==> src/rtl/retire_rrat.sv <==
// Retirement register alias table: applies in-order commits, queues superseded
// physical registers for the freelist, and drives FRAT restore after a flush.
// Optional macro RETIRE_STATS_EN enables the retire_count counter and a per-cycle trace.
module retire_rrat #(
    parameter int FREE_Q_DEPTH = 4,
    parameter int CW           = $clog2(FREE_Q_DEPTH + 1)
) (
    input  logic          CLK,
    input  logic          RESET,
    input  logic          STALL,
    input  logic          FLUSH,
    input  logic          rob_commit,
    input  logic          rob_commit_regwr,
    input  logic [4:0]    rob_commit_areg,
    input  logic [5:0]    rob_commit_preg,
    output logic          retire_halt,
    output logic          rrat_free,
    output logic [5:0]    rrat_free_reg,
    output logic [5:0]    rrat_map [31:0],
    output logic          frat_restore,
    output logic [CW-1:0] free_q_count,
    output logic [31:0]   retire_count
);

    localparam int PW = (FREE_Q_DEPTH > 1) ? $clog2(FREE_Q_DEPTH) : 1;

    typedef enum logic {
        ST_NORMAL,
        ST_RESTORE
    } state_t;

    state_t          state_q, state_d;
    logic [5:0]      map_q [31:0];
    logic [5:0]      map_d [31:0];
    logic [5:0]      fifo_q [FREE_Q_DEPTH];
    logic [5:0]      fifo_d [FREE_Q_DEPTH];
    logic [PW-1:0]   head_q, head_d;
    logic [PW-1:0]   tail_q, tail_d;
    logic [CW-1:0]   count_q, count_d;
    logic            free_q, free_d;
    logic [5:0]      free_reg_q, free_reg_d;
    logic            restore_q, restore_d;

    logic            fifo_full;
    logic            commit_ok;
    logic            wr_en;
    logic            enq;
    logic            deq;
    logic [5:0]      old_preg;

    // A full FIFO refuses the commit even when it also drains this cycle.
    assign fifo_full   = (count_q == CW'(FREE_Q_DEPTH));
    assign retire_halt = FLUSH | (state_q == ST_RESTORE) | fifo_full;
    assign commit_ok   = rob_commit & ~retire_halt;
    assign wr_en       = commit_ok & rob_commit_regwr & (rob_commit_areg != 5'd0);
    assign old_preg    = map_q[rob_commit_areg];
    assign enq         = wr_en & (old_preg != 6'd0);
    assign deq         = (count_q != '0) & ~STALL & ~FLUSH & (state_q == ST_NORMAL);

    always_comb begin
        state_d    = state_q;
        map_d      = map_q;
        fifo_d     = fifo_q;
        head_d     = head_q;
        tail_d     = tail_q;
        count_d    = count_q;
        free_d     = 1'b0;
        free_reg_d = free_reg_q;
        restore_d  = 1'b0;

        if (deq) begin
            free_d     = 1'b1;
            free_reg_d = fifo_q[head_q];
            head_d     = head_q + 1'b1;
        end
        if (wr_en) begin
            map_d[rob_commit_areg] = rob_commit_preg;
        end
        if (enq) begin
            fifo_d[tail_q] = old_preg;
            tail_d         = tail_q + 1'b1;
        end
        case ({enq, deq})
            2'b10:   count_d = count_q + CW'(1);
            2'b01:   count_d = count_q - CW'(1);
            default: count_d = count_q;
        endcase

        // Pending frees are dropped on flush; freelist rebuild from rrat_map recovers them.
        case (state_q)
            ST_NORMAL: begin
                if (FLUSH) begin
                    state_d = ST_RESTORE;
                    head_d  = '0;
                    tail_d  = '0;
                    count_d = '0;
                    free_d  = 1'b0;
                end
            end
            ST_RESTORE: begin
                if (!FLUSH) begin
                    restore_d = 1'b1;
                    state_d   = ST_NORMAL;
                end
            end
            default: state_d = ST_NORMAL;
        endcase
    end

    always_ff @(posedge CLK or negedge RESET) begin
        if (!RESET) begin
            state_q    <= ST_NORMAL;
            head_q     <= '0;
            tail_q     <= '0;
            count_q    <= '0;
            free_q     <= 1'b0;
            free_reg_q <= 6'd0;
            restore_q  <= 1'b0;
            for (int i = 0; i < 32; i++) begin
                map_q[i] <= 6'(i);
            end
        end else begin
            state_q    <= state_d;
            head_q     <= head_d;
            tail_q     <= tail_d;
            count_q    <= count_d;
            free_q     <= free_d;
            free_reg_q <= free_reg_d;
            restore_q  <= restore_d;
            map_q      <= map_d;
        end
    end

    // FIFO storage carries data only; validity comes from count/pointers.
    always_ff @(posedge CLK) begin
        fifo_q <= fifo_d;
    end

    assign rrat_map      = map_q;
    assign rrat_free     = free_q;
    assign rrat_free_reg = free_reg_q;
    assign frat_restore  = restore_q;
    assign free_q_count  = count_q;

`ifdef RETIRE_STATS_EN
    logic [31:0] retire_count_q, retire_count_d;

    always_comb begin
        retire_count_d = retire_count_q;
        if (commit_ok) begin
            retire_count_d = retire_count_q + 32'd1;
        end
    end

    always_ff @(posedge CLK or negedge RESET) begin
        if (!RESET) begin
            retire_count_q <= '0;
        end else begin
            retire_count_q <= retire_count_d;
        end
    end

    always @(posedge CLK) begin
        if (RESET) begin
            $display("RRAT commit=%0b areg=%0d preg=%0d free=%0b free_reg=%0d q_count=%0d",
                     commit_ok, rob_commit_areg, rob_commit_preg, free_q, free_reg_q, count_q);
        end
    end

    assign retire_count = retire_count_q;
`else
    assign retire_count = 32'd0;
`endif

endmodule

==> config.mk <==
export PLATFORM = sky130hd
export DESIGN_NAME = retire_rrat
export DESIGN_NICKNAME = d
export VERILOG_FILES = /design/src/rtl/retire_rrat.sv
export SDC_FILE = /design/constraint.sdc
export NUM_CORES = 1
export LEC_CHECK = 0
export ABC_AREA = 1
export CORE_MARGIN = 4
export CORE_UTILIZATION = 40
export CTS_CLUSTER_SIZE = 16
export DETAILED_ROUTE_END_ITERATION = 8
export GPL_ROUTABILITY_DRIVEN = 0
export GPL_TIMING_DRIVEN = 0
export PLACE_DENSITY = 0.68
export SLEW_MARGIN = 20
export SYNTH_ARGS = -nofsm -noshare
export SYNTH_HDL_FRONTEND = slang
export SYNTH_SLANG_ARGS = --single-unit
export TNS_END_PERCENT = 1
==> constraint.sdc <==
create_clock -name CLK -period 2.6 [get_ports CLK]
set_clock_uncertainty 0.15 [all_clocks]
set_input_delay 0.39 -clock CLK [delete_from_list [all_inputs] [get_ports CLK]]
set_output_delay 0.39 -clock CLK [all_outputs]
set_load 0.01 [all_outputs]
Word level (Yosys, flattened, before mapping)

Index checks and enable logic that the tools add are counted.

Add/subtract/negate cells: 4
Multiply operators: 0
Divide/modulo/power cells: 0
Order comparisons: 5
Equal/unequal tests: 3
Shift-type cells: 0
Muxes and demuxes: 26
Bitwise operators: 15
Reductions and logical operators: 5

Operators by type and width:

| operator                                             | count |
|---|---|
| bitwise mux 192 bit                                  | 1 |
| binary-select mux 6 bit (select 5 bit)               | 1 |
| demux 6 bit (select 5 bit)                           | 1 |
| two-way mux 6 bit                                    | 5 |
| bitwise mux 24 bit                                   | 1 |
| binary-select mux 6 bit (select 2 bit)               | 1 |
| demux 6 bit (select 2 bit)                           | 1 |
| two-way mux 2 bit                                    | 6 |
| bitwise AND 1 bit                                    | 7 |
| >= comparator 3 bit (second input constant)          | 2 |
| < comparator 5 x 6 -> 1 bit (second input constant)  | 1 |
| two-way mux 1 bit                                    | 6 |
| two-way mux 3 bit                                    | 2 |
| inverter 2 -> 3 bit                                  | 2 |
| case mux 3 bit (2 select lines)                      | 1 |
| nonzero test 6 bit                                   | 1 |
| >= comparator 5 x 1 -> 1 bit (second input constant) | 1 |
| nonzero test 5 bit                                   | 1 |
| adder 2 x 1 -> 2 bit (second input constant)         | 2 |
| inverter 1 bit                                       | 4 |
| adder 3 x 1 -> 3 bit (second input constant)         | 1 |
| equality test 3 bit (second input constant)          | 1 |
| < comparator 3 x 1 -> 1 bit (second input constant)  | 1 |
| nonzero test 3 bit                                   | 1 |
| 5 further kinds                                      | 7 |

Flip-flop bits (word level): 232
Latch bits: 0
RAM bits: 0
Bits in read-only memories: 0
Input port bits: 17
Output and inout port bits: 236
Logic and storage cells: 101
Memories: 0

Longest topological paths before layout

Gate-level depths: netlist (run 1).

Word-level depth: 11
Gate-level depth with buffers: 21
Mapped depth without buffers: 19

Worst setup path before layout (run 1)

No wires, ideal clock.

Path type: input port to flip-flop
Start point: in rob_commit_areg[1]
End point: reg count_q[2], in the netlist free_q_count[2]
Library setup time: 0.126 ns
Arrival: 2.529 ns
Data required time: 2.324 ns
Setup slack: -0.205 ns
Cell stages on the path: 20
Buffers on the path: 2
Cells stage by stage: buf_2 -> inv_2 -> nor2_1 -> buf_4 -> nand2_1 -> nand3_1 -> nand2_1 -> nand2_1 -> nor2_1 -> nand2_1 -> nor2_1 -> nand3_2 -> nand2_2 -> ha_1 -> inv_1 -> fa_1 -> a21oi_1 -> o21ai_0 -> o21ai_0 -> a21oi_1

Word-level cells in the longest chain between the ends: 8
Elaborated cells between the ends (all ways): 11
Classes of those cells: 2 x eq/ne; 5 x mux; 2 x bitwise; 2 x reduce/logical

RTL lines:

| element                                                             | RTL line | text |
|---|---|---|
| from (decl)                                                         | 14       | `input logic [4:0] rob_commit_areg,` |
| binary-select mux 6 bit (select 5 bit) *                            | 56       | `assign old_preg = map_q[rob_commit_areg];` |
| two-way mux 6 bit (not written as such) *                           | 56       |  |
| via old_preg[0]                                                     | 49       | `logic [5:0] old_preg;` |
| nonzero test 6 bit *                                                | 57       | `assign enq = wr_en & (old_preg != 6'd0);` |
| bitwise AND 1 bit *                                                 | 57       |  |
| equality test 2 x 1 -> 1 bit or equality test 2 bit (tied branches) | 83       | `case ({enq, deq})` |
| case mux 3 bit (2 select lines) *                                   | 83       |  |
| two-way mux 3 bit                                                   | 92       | `if (FLUSH) begin` |
| two-way mux 3 bit *                                                 | 90       | `case (state_q)` |
| via count_d[2]                                                      | 39       | `logic [CW-1:0] count_q, count_d;` |
| to (signal assigned)                                                | 126      | `count_q <= count_d;` |
| to (decl)                                                           | 39       |  |

Mark *: on every way through the listed nets, which the timed path passes. The rest lies on a longest branch. The select of a mux whose other input is x is not followed.
A chain may end at the register's enable or synchronous reset.

Worst setup path after layout (run 1)

Start point: in rob_commit_areg[1]
End point: reg count_q[1], in the netlist free_q_count[1]

Same word-level chain as after synthesis.

==> reports/results.tsv, run 1 <==
metric	value	unit
drive_above_1_share	17.29	%
cts-root-to-sink-buffers	3	
post-place-cells	1999	
fp.dieArea	30730	um^2
grt_setup_unrepaired	yes	
synth_top_cell_by_area	sky130_fd_sc_hd__dfrtp_1	
hold-worst-slack	0.1203	ns
final_util	55.64	%
grt_busiest_layer	met2	
critical_path_class	input pin to flop	
tightestPinTransition	0.8119	ns
routed_via_density	5.223	
area_delta_synth_final	35.43	%
peakVddDrop	428.8	uV
synth_area_per_cell	8.125	um^2
routed_wl	41.46	mm
post_layout_nonfiller_instances	2072	
insertedDiodeCount	0	
pin_count_of_the_biggest_net_entering_global_routing	101	
power.static_leakage	0.006807	uW
synthesis.instances	1378	
cell_area_after_placement	14030	um^2
via_count_of_the_first_global_routing_pass	10160	
route.vias.total	10823	
total_count_of_hold_check_failures_in_the_final_report	0	
async_reset_ff_share	89.66	%
timing.hold.worst.class	input pin to async pin	
starting_density	41.08	%
grt_usage	25.82	%
clkLatencyLatePin	0.55	ns
grt_first_pass_wirelength	61.03	mm
cp_data_required_time	2.90	ns
violated_checks	negative setup slack	
cts_root_buf	sky130_fd_sc_hd__clkbuf_16	
core_area	27250	um^2
worst_setup_path_end_kind	flop	
yosysSeqAreaShare	53.82	%
synth_flop_cell	sky130_fd_sc_hd__dfrtp_1	
fp.dieW	175.3	um
synth.cells.most_frequent	sky130_fd_sc_hd__nand2_1, sky130_fd_sc_hd__o21ai_0, sky130_fd_sc_hd__dfrtp_1	
drv.max_cap_violation_count	0	
ys_warn_count	0	
setup_violations	2	
cts_tree	done	
finalCritPeriodShare	102.0	%
global_route.usage.met2	40.93	%
place_hpwl	29.28	mm
largest_register_ff_count	192	
routed_wire_length_per_instance	20.01	um
final.min_clock_period	2.653	ns
ant_nets	0	
critPathMaxFanout	10	
post-synth-top-area-fraction	28.61	%
tritoncts.num_buffers	26	
leading_cell_type_by_number_of_instances_after_synthesis	sky130_fd_sc_hd__nand2_1	
timing.critical_path.from_type	input pin	
die_y	175.3	um
global_route.overflow_total	0	
cts.htree.levels	1	
synth-edff-count	24	
ios	253	
postLayoutCellArea	15160	um^2
yosysUniqueCellTypes	30	
synth-seq-cells	232	
layout_setup_ws	-0.05330	ns
first_iter_violations	1114	
worst_ep_arrival_time	2.95	ns
post_syn_area	11200	um^2
cts_num_sinks	232	
grt_util_met1	35.46	%
slew_headroom	45.58	%
cts.reportedPaths.clkPinSlew	0.06	ns
antenna_found_initial	1	
dp_worst_setup_slack	-1.348	ns
fin_nets	1703	
remaining_drc_errors	0	
max_freq	376.9	MHz
drv_slew	0	
grtUsageMet3	5.553	%
result_of_the_run	finished, violations left	
io_buf_count	216	
rows	60	
ys_top_cells_by_area	sky130_fd_sc_hd__dfrtp_1, sky130_fd_sc_hd__nand2_1, sky130_fd_sc_hd__dfstp_2	
drt_pre_antenna_iters	5	
power-per-cell-area	573.7	nW/um^2
-- area by class of cell --
type	count	area (um^2)
buffer	123	848.3
clock buffer	38	735.7
inverter	30	112.6
sequential	232	6026
tap	372	465.4
clock inverter	10	65.06
timing repair buffer	243	2407
multi-input combinational	1024	4502
fill	2508	12090
-- routing by layer --
metal	routed length, um	vias up	share of wire (%)
met3	4179	106	10
met5	19	-	0.046
met4	1573	2	3.8
li1	-	4940	-
met2	18640	629	45
met1	17050	5146	41
-- stage by stage --
step / setup TNS [ns] / power (uW)
after floorplan: -0.1422 / 4534
after global placement: -1475.54 / 5157
after detailed placement: -108.22 / 5185
after CTS: 0 / 8679
after global routing: -2.235 / 8959
final: -0.06118 / 8698
-- layout by cell type (no fill, tap or decap), drive strengths merged, types with 10 or more instances in the layout --
cell type	count
buf	114
clkbuf	75
clkdlybuf4s50	214
clkinv	10
conb	32
dfrtp	128
dfstp	80
edfxtp	24
inv	30
nand2	675
nand3	31
nor2	40
nor3	15
o21ai	201
-- final timing paths --
path / startpoint / end / slack (ns) / cells after the start
min: RESET / rrat_map[4] / 0.12 / 2
min in group CLK: rob_commit_areg[3] / rrat_map[96] / 0.19 / 5
max reg2reg: rrat_map[190] / free_q_count[1] / -0.02 / 17
max: rob_commit_areg[1] / free_q_count[1] / -0.05 / 18
max in group asynchronous: RESET / rrat_map[44] / 0.98 / 4
min reg2reg: rrat_free_reg[5] / rrat_free_reg[5] / 0.33 / 2
-- worst max-delay path, stage by stage --
cell and delay (ns):
sky130_fd_sc_hd__buf_4 0.14, sky130_fd_sc_hd__inv_2 0.11, sky130_fd_sc_hd__clkbuf_1 0.56, sky130_fd_sc_hd__nand2_1 0.11, sky130_fd_sc_hd__nand2_1 0.12, sky130_fd_sc_hd__nand2_1 0.10, sky130_fd_sc_hd__nand2_1 0.10, sky130_fd_sc_hd__nor2_1 0.05
sky130_fd_sc_hd__nand2_2 0.10, sky130_fd_sc_hd__nor2_2 0.06, sky130_fd_sc_hd__nand3_2 0.11, sky130_fd_sc_hd__nand2_4 0.07, sky130_fd_sc_hd__ha_4 0.16, sky130_fd_sc_hd__inv_2 0.07, sky130_fd_sc_hd__fa_2 0.42, sky130_fd_sc_hd__nor2_1 0.11
sky130_fd_sc_hd__a21oi_1 0.05, sky130_fd_sc_hd__nor2_1 0.11
-- repair_timing --
action	in CTS	in global routing
pin swaps	7	6
hold endpoints to repair	59	0
endpoints found under the setup margin	29	38
gates resized for setup	45	12
buffers inserted	11	12
gates cloned	1	0
hold buffers	1	0
-- where the power goes --
part	leakage, uW	total (uW)	internal (uW)	switching (uW)
clock network	0.000401	3500	1970	1530
logic	0.00359	1180	507	675
registers	0.00282	4020	3870	150
-- cell families after synthesis --
logic type	count (synthesis)	synth area share, %
fa+ha+maj	6	0.7376
flops	232	53.82
other cells	1	0.03349
buf+inv	153	7.935
simple gates	770	27.60
compound gates	216	9.868
Note: power is estimated with default switching activity, not from simulation.
==> inputs of run 2 (changes only) <==
==> constraint.sdc (replaced) <==
create_clock -name CLK -period 2.6 [get_ports CLK]
set_clock_uncertainty 0.15 [all_clocks]
set_input_delay 0.78 -clock CLK [delete_from_list [all_inputs] [get_ports CLK]]
set_output_delay 0.78 -clock CLK [all_outputs]
set_load 0.01 [all_outputs]
==> run 2 against run 1 <==
  * The run still ends with negative setup slack left
  * Sequential cell count unchanged
  * Routed wire length up 2.7%
  * Register-to-register slack about the same
  * Power up 1.1%
  * Largest cell class unchanged
==> reports/results.tsv, run 2 (synthesis results as in run 1) <==
metric	value	unit	change
rows	60		unchanged
max_freq	350.9	MHz	-6.9%
critPathMaxFanout	10		unchanged
power.static_leakage	0.007502	uW	+10%
grt_setup_unrepaired	yes		
final_cell_mix	sky130_fd_sc_hd__nand2_1, sky130_fd_sc_hd__clkdlybuf4s50_1, sky130_fd_sc_hd__o21ai_0, sky130_fd_sc_hd__dfrtp_1, sky130_fd_sc_hd__buf_4		
final.min_clock_period	2.849	ns	+0.1962 ns
grt_busiest_layer	met2		
io_buf_count	216		unchanged
timing.hold.worst.class	flop to flop		
most_common_library_cell_in_the_layout_ignoring_fill_and_taps	sky130_fd_sc_hd__nand2_1		
largest_register_ff_count	192		unchanged
grt_usage	26.28	%	+0.46 points
tritoncts.num_buffers	26		unchanged
area_delta_synth_final	41.73	%	
layout_setup_ws	-0.2495	ns	-0.1962 ns
clkPwrFrac	39.6	%	-0.6 points
routed_wire_length_per_instance	20.37	um	+1.8%
insertedDiodeCount	0		unchanged
critical-path-top-delay-family	simple AND/OR/NAND/NOR gates		
antenna_found_initial	1		unchanged
cpMaxStageDelayCell	sky130_fd_sc_hd__fa_2		
power-per-cell-area	554.2	nW/um^2	-3.4%
route.vias.total	11007		+1.7%
starting_density	41.08	%	unchanged
hold-worst-slack	0.3354	ns	+0.2151 ns
crit_buf_inv	4		unchanged
cts_num_sinks	232		unchanged
remaining_drc_errors	0		unchanged
critical_path.cell_chain	buf_12, buf_8, buf_8, nand2_1, nand2_1, nand2_1, nand2_1, nand2_1, nand2_1, nor2_2, nand2_2, nor2_4, nand3_4, nand2_4, ha_4, inv_4, fa_2, a21oi_2, o21ai_1, o21ai_1, a21oi_1		
cts_tree	done		
drive_above_1_share	20.49	%	+3.2 points
ios	253		unchanged
cp_data_required_time	2.85	ns	-0.05 ns
timing.critical_path.mode_cell	sky130_fd_sc_hd__nand2_1		
fp.dieArea	30730	um^2	unchanged
first_iter_violations	1255		+13%
total_count_of_hold_check_failures_in_the_final_report	0		unchanged
final_util	58.23	%	+2.6 points
drv.max_cap_violation_count	0		unchanged
postLayoutCellArea	15870	um^2	+4.7%
critical-path-max-stage-delay	0.34	ns	-0.22 ns
global_route.overflow_total	0		unchanged
netSwitchingFraction	27.16	%	+0.074 points
slew_headroom	49.40	%	+3.8 points
core_area	27250	um^2	unchanged
power_report.internal_total	6406	uW	+1.0%
setup_violations	44		+42
grt_util_met1	35.79	%	+0.33 points
tightestPinTransition	0.7590	ns	-0.05284 ns
peakVddDrop	454.1	uV	+5.9%
seq_power_share	45.7	%	-0.5 points
cts.htree.levels	1		unchanged
violated_checks	negative setup slack		
global_route.usage.met2	41.38	%	+0.45 points
comb_power_share	14.6	%	+1.0 points
grtUsageMet3	5.424	%	-0.13 points
clkLatencyLatePin	0.55	ns	about the same
fin_nets	1721		+1.1%
switchingPower	2389	uW	+1.4%
finalCritPeriodShare	109.6	%	+7.5 points
grt_first_pass_wirelength	62.06	mm	+1.7%
pin_count_of_the_biggest_net_entering_global_routing	101		unchanged
fin_total_pwr	8794	uW	+1.1%
fp.dieW	175.3	um	unchanged
timing.critical_path.from_type	input pin		
cts_root_buf	sky130_fd_sc_hd__clkbuf_16		
cell_area_after_placement	14030	um^2	unchanged
place_hpwl	29.28	mm	unchanged
worst_setup_path_end_kind	flop		
die_y	175.3	um	unchanged
critical_path_class	input pin to flop		
via_count_of_the_first_global_routing_pass	10363		+2.0%
routed_via_density	5.267		+0.82%
drt_pre_antenna_iters	6		+1
cts-root-to-sink-buffers	3		unchanged
result_of_the_run	finished, violations left		
routed_wl	42.57	mm	+2.7%
cts.reportedPaths.clkPinSlew	0.06	ns	about the same
ant_nets	0		unchanged
worst_ep_arrival_time	3.10	ns	+0.15 ns
dp_worst_setup_slack	-1.738	ns	-0.3900 ns
drv_slew	0		unchanged
## run 2: cell types whose count changed in the layout (fill, tap and decap cells not counted), moves of 7 or more
cell,delta
sky130_fd_sc_hd__clkdlybuf4s50_1,-37
sky130_fd_sc_hd__dlymetal6s2s_1,+21
sky130_fd_sc_hd__nand2_1,-18
sky130_fd_sc_hd__nand2_2,+16
sky130_fd_sc_hd__dlygate4sd2_1,+15
sky130_fd_sc_hd__buf_12,+14
sky130_fd_sc_hd__nor2_4,+8
sky130_fd_sc_hd__nor2_1,-7
sky130_fd_sc_hd__nor3_2,-7
sky130_fd_sc_hd__nor3_4,+7
## run 2: layout make-up
class | instances | area (um^2)
Buffer | 123 | 965.9
Clock buffer | 38 | 735.7
Clock inverter | 10 | 65.06
Fill cell | 2374 | 11380
Inverter | 30 | 130.1
Multi-Input combinational cell | 1024 | 4698
Sequential cell | 232 | 6026
Tap cell | 372 | 465.4
Timing Repair Buffer | 261 | 2781
## run 2: worst paths after layout
path                                          from                to  slack (ns)  depth (start not counted)
worst min register to register    rrat_free_reg[5]  rrat_free_reg[5]        0.34                          2
min in group asynchronous                    RESET       rrat_map[4]        0.51                          2
worst max-delay path            rob_commit_areg[0]   free_q_count[2]       -0.25                         21
worst max register to register       rrat_map[116]   free_q_count[2]       -0.02                         18
max in group asynchronous                    RESET      rrat_map[75]        0.62                          4
worst min-delay path              rrat_free_reg[5]  rrat_free_reg[5]        0.34                          2
## run 2: timing repair
| item | 4_1_cts | 5_1_grt |
|---|---|---|
| pin swaps | 33 | 34 |
| hold buffers | 1 | 0 |
| setup endpoints to repair | 238 | 213 |
| gates cloned | 5 | 1 |
| gates resized for setup | 119 | 87 |
| buffers inserted | 22 | 14 |
| endpoints found under the hold margin | 16 | 0 |
## run 2: per-stage QoR
stage	instances	setup TNS, ns
finish	2090	-1.657
global placement	1997	-1651.70
floorplan	1409	-5.240
CTS	2075	-0.5064
detailed placement	1999	-203.50
global route	2090	-13.03
## run 2: tightest hold or removal path: stages, from the launching register on
cell and delay [ns]:
sky130_fd_sc_hd__dfrtp_1 0.35, sky130_fd_sc_hd__nand2_1 0.05, sky130_fd_sc_hd__nand2_1 0.05
## run 2: per-layer routing
metal / share of wire [%] / wire length, um
met3: 11 / 4812
met5: 0.035 / 15
met2: 45 / 19260
met1: 39 / 16530
met4: 4.6 / 1955
## run 2: power by group through the flow
| stage | logic (uW) | clock network (uW) | registers (uW) |
|---|---|---|---|
| after floorplan | 429 | 0 | 4110 |
| after global placement | 1080 | 0 | 4070 |
| after detailed placement | 1110 | 0 | 4080 |
| after CTS | 1220 | 3510 | 4020 |
| after global routing | 1370 | 3660 | 4040 |
| final | 1290 | 3490 | 4020 |
==> inputs of run 3 (changes only) <==
- CTS_BUF_LIST: unset -> sky130_fd_sc_hd__clkbuf_8
==> run 3 against run 2 <==
  * The flow still finishes with violations (negative setup slack)
  * Cell area down 2.1%
  * Sequential share of layout area up 0.83 points
  * Setup slack worse by 0.021 ns
  * Sequential power about the same
  * Routed wire length down 1.7%
  * Register-to-register slack better by 0.02 ns
  * Via count down 0.78%
  * Non-clock buffer count down 15
  * Clock power down 3%
  * Sequential cell count unchanged
  * Core utilization down 1.2 points
  * Critical endpoint is now free_q_count[1]
  * Highest routed layer unchanged
==> reports/results.tsv, run 3 (synthesis results as in run 1) <==
metric	value	unit	change
critPathMaxFanout	10		unchanged
routed_wire_length_per_instance	19.87	um	-2.4%
antenna_found_initial	1		unchanged
layout_setup_ws	-0.2703	ns	-0.02082 ns
drt_pre_antenna_iters	5		-1
max_freq	348.4	MHz	-0.73%
setup.reg_to_reg.worst_slack	0	ns	+0.02 ns
worst_setup_path_end_kind	flop		
peakVddDrop	272.2	uV	-40%
result_of_the_run	finished, violations left		
post-place-cells	1999		unchanged
ant_nets	0		unchanged
seqCellArea	6026	um^2	unchanged
pin_count_of_the_biggest_net_entering_global_routing	101		unchanged
drive_above_1_share	20.20	%	-0.29 points
remaining_drc_errors	0		unchanged
starting_density	41.08	%	unchanged
finalCritPeriodShare	110.4	%	+0.80 points
cts.reportedPaths.clkPinSlew	0.06	ns	about the same
cts_tree	done		
power.static_leakage	0.007689	uW	+2.5%
grt_usage	26.27	%	about the same
most_common_library_cell_in_the_layout_ignoring_fill_and_taps	sky130_fd_sc_hd__nand2_1		
ios	253		unchanged
total_count_of_hold_check_failures_in_the_final_report	0		unchanged
drv_slew	0		unchanged
timing.hold.worst.class	flop to flop		
grt_setup_unrepaired	yes		
place_hpwl	29.28	mm	unchanged
cts.htree.levels	2		+1
cts_root_buf	sky130_fd_sc_hd__clkbuf_8		
cts_num_sinks	232		unchanged
routed_via_density	5.188		-1.5%
die_y	175.3	um	unchanged
fp.dieArea	30730	um^2	unchanged
grt_first_pass_wirelength	61.92	mm	-0.22%
first_iter_violations	1219		-2.9%
power-per-cell-area	555.8	nW/um^2	+0.28%
timing.critical_path.from_type	input pin		
drv.max_cap_violation_count	0		unchanged
multi_input_comb_area	4649	um^2	-1.0%
tritoncts.num_buffers	42		+62%
cp_data_required_time	2.93	ns	+0.08 ns
routed_wl	41.83	mm	-1.7%
rows	60		unchanged
slew_headroom	51.95	%	+2.5 points
critical_path_class	input pin to flop		
route.vias.total	10921		-0.78%
via_count_of_the_first_global_routing_pass	10461		+0.95%
global_route.overflow_total	0		unchanged
hold-worst-slack	0.3320	ns	-0.003361 ns
violated_checks	negative setup slack		
fp.dieW	175.3	um	unchanged
final_cell_mix	sky130_fd_sc_hd__nand2_1, sky130_fd_sc_hd__o21ai_0, sky130_fd_sc_hd__clkdlybuf4s50_1, sky130_fd_sc_hd__dfrtp_1, sky130_fd_sc_hd__buf_4		
final.min_clock_period	2.870	ns	+0.02081 ns
clkLatencyLatePin	0.56	ns	about the same
cts-root-to-sink-buffers	3		unchanged
fin_total_pwr	8630	uW	-1.9%
nFillCells	2442		+2.9%
area_delta_synth_final	38.69	%	
insertedDiodeCount	0		unchanged
core_area	27250	um^2	unchanged
post_layout_nonfiller_instances	2105		+0.72%
fin_nets	1722		+0.058%
io_buf_count	216		unchanged
tightestPinTransition	0.7208	ns	-0.03823 ns
setup_violations	3		-93%
largest_register_ff_count	192		unchanged
worst_ep_arrival_time	3.20	ns	+0.10 ns
==> run 3: changes by cell type in the layout (fill, tap and decap cells not counted), moves of 4 or more <==
cell / previous run / this run
sky130_fd_sc_hd__dlygate4sd2_1: 15 / 33
sky130_fd_sc_hd__nor2_4: 10 / 6
sky130_fd_sc_hd__clkbuf_8: 4 / 44
sky130_fd_sc_hd__clkinv_1: 0 / 6
sky130_fd_sc_hd__dlymetal6s2s_1: 21 / 32
sky130_fd_sc_hd__buf_12: 16 / 7
sky130_fd_sc_hd__clkdlybuf4s50_1: 177 / 148
sky130_fd_sc_hd__inv_1: 23 / 37
sky130_fd_sc_hd__clkbuf_16: 27 / 0
sky130_fd_sc_hd__clkbuf_1: 34 / 26
==> run 3: what timing repair did <==
item                                    4_1_cts  5_1_grt
pin swaps                                    39        2
cloned                                        3        0
setup buffers                                22        2
hold buffers                                  1        0
endpoints found under the setup margin      250       90
hold endpoints to repair                     16        0
gates resized for setup                     147       43
==> run 3: per-layer routing <==
metal  global-route usage (%)  part of all wire [%]
met4                    12.47                   4.9
met5                        0                 0.019
met3                    6.543                    11
met1                    35.34                    41
met2                    40.01                    44
==> run 3: power breakdown <==
group	leakage, uW	total, uW	switching, uW	internal, uW
clock	0.000458	3400	1610	1790
sequential	0.00282	4020	151	3870
combinational	0.00441	1200	693	512
==> run 3: worst paths after layout <==
kind | from | end | depth (start not counted)
worst max-delay path | rob_commit_areg[4] | free_q_count[1] | 16
worst min-delay path | rrat_free_reg[3] | rrat_free_reg[3] | 2
worst max register to register | rrat_map[113] | free_q_count[1] | 17
worst min register to register | rrat_free_reg[3] | rrat_free_reg[3] | 2
max in group asynchronous | RESET | rrat_map[57] | 4
min in group asynchronous | RESET | state_q | 2
==> run 3: layout make-up <==
type	count	share of cell area, %
buffer	123	5.745
clock buffer	44	3.900
clock inverter	34	1.362
inverter	30	0.7655
multi-input combinational	1024	29.94
sequential	232	38.81
tap	372	2.998
timing repair buffer	246	16.48
==> run 3: metrics by stage <==
| step | setup WS [ns] | utilization [%] | instance area [um^2] | setup TNS (ns) |
|---|---|---|---|---|
| 3_3_place_gp | -8.047 | 51.27 | 13970 | -1651.70 |
| 4_1_cts | -0.2153 | 56.53 | 15410 | -0.4214 |
| 3_5_place_dp | -1.738 | 51.49 | 14030 | -203.50 |
| 2_1_floorplan | -0.4652 | - | 11340 | -5.240 |
| 6_report | -0.2703 | 56.98 | 15530 | -0.5456 |
| 5_1_grt | -0.3927 | 56.98 | 15530 | -3.338 |
==> run 3: critical path, cell delays in order <==
cell,delay (ns)
sky130_fd_sc_hd__buf_4,0.16
sky130_fd_sc_hd__inv_1,0.18
sky130_fd_sc_hd__nor3_4,0.48
sky130_fd_sc_hd__nand2_1,0.19
sky130_fd_sc_hd__nand2_1,0.14
sky130_fd_sc_hd__nor2_2,0.06
sky130_fd_sc_hd__nand2_2,0.09
sky130_fd_sc_hd__nor2_2,0.05
sky130_fd_sc_hd__nand3_2,0.11
sky130_fd_sc_hd__nand2_4,0.07
sky130_fd_sc_hd__ha_4,0.16
sky130_fd_sc_hd__inv_4,0.05
sky130_fd_sc_hd__fa_2,0.41
sky130_fd_sc_hd__nor2_1,0.11
sky130_fd_sc_hd__a21oi_1,0.05
sky130_fd_sc_hd__nor2_1,0.10
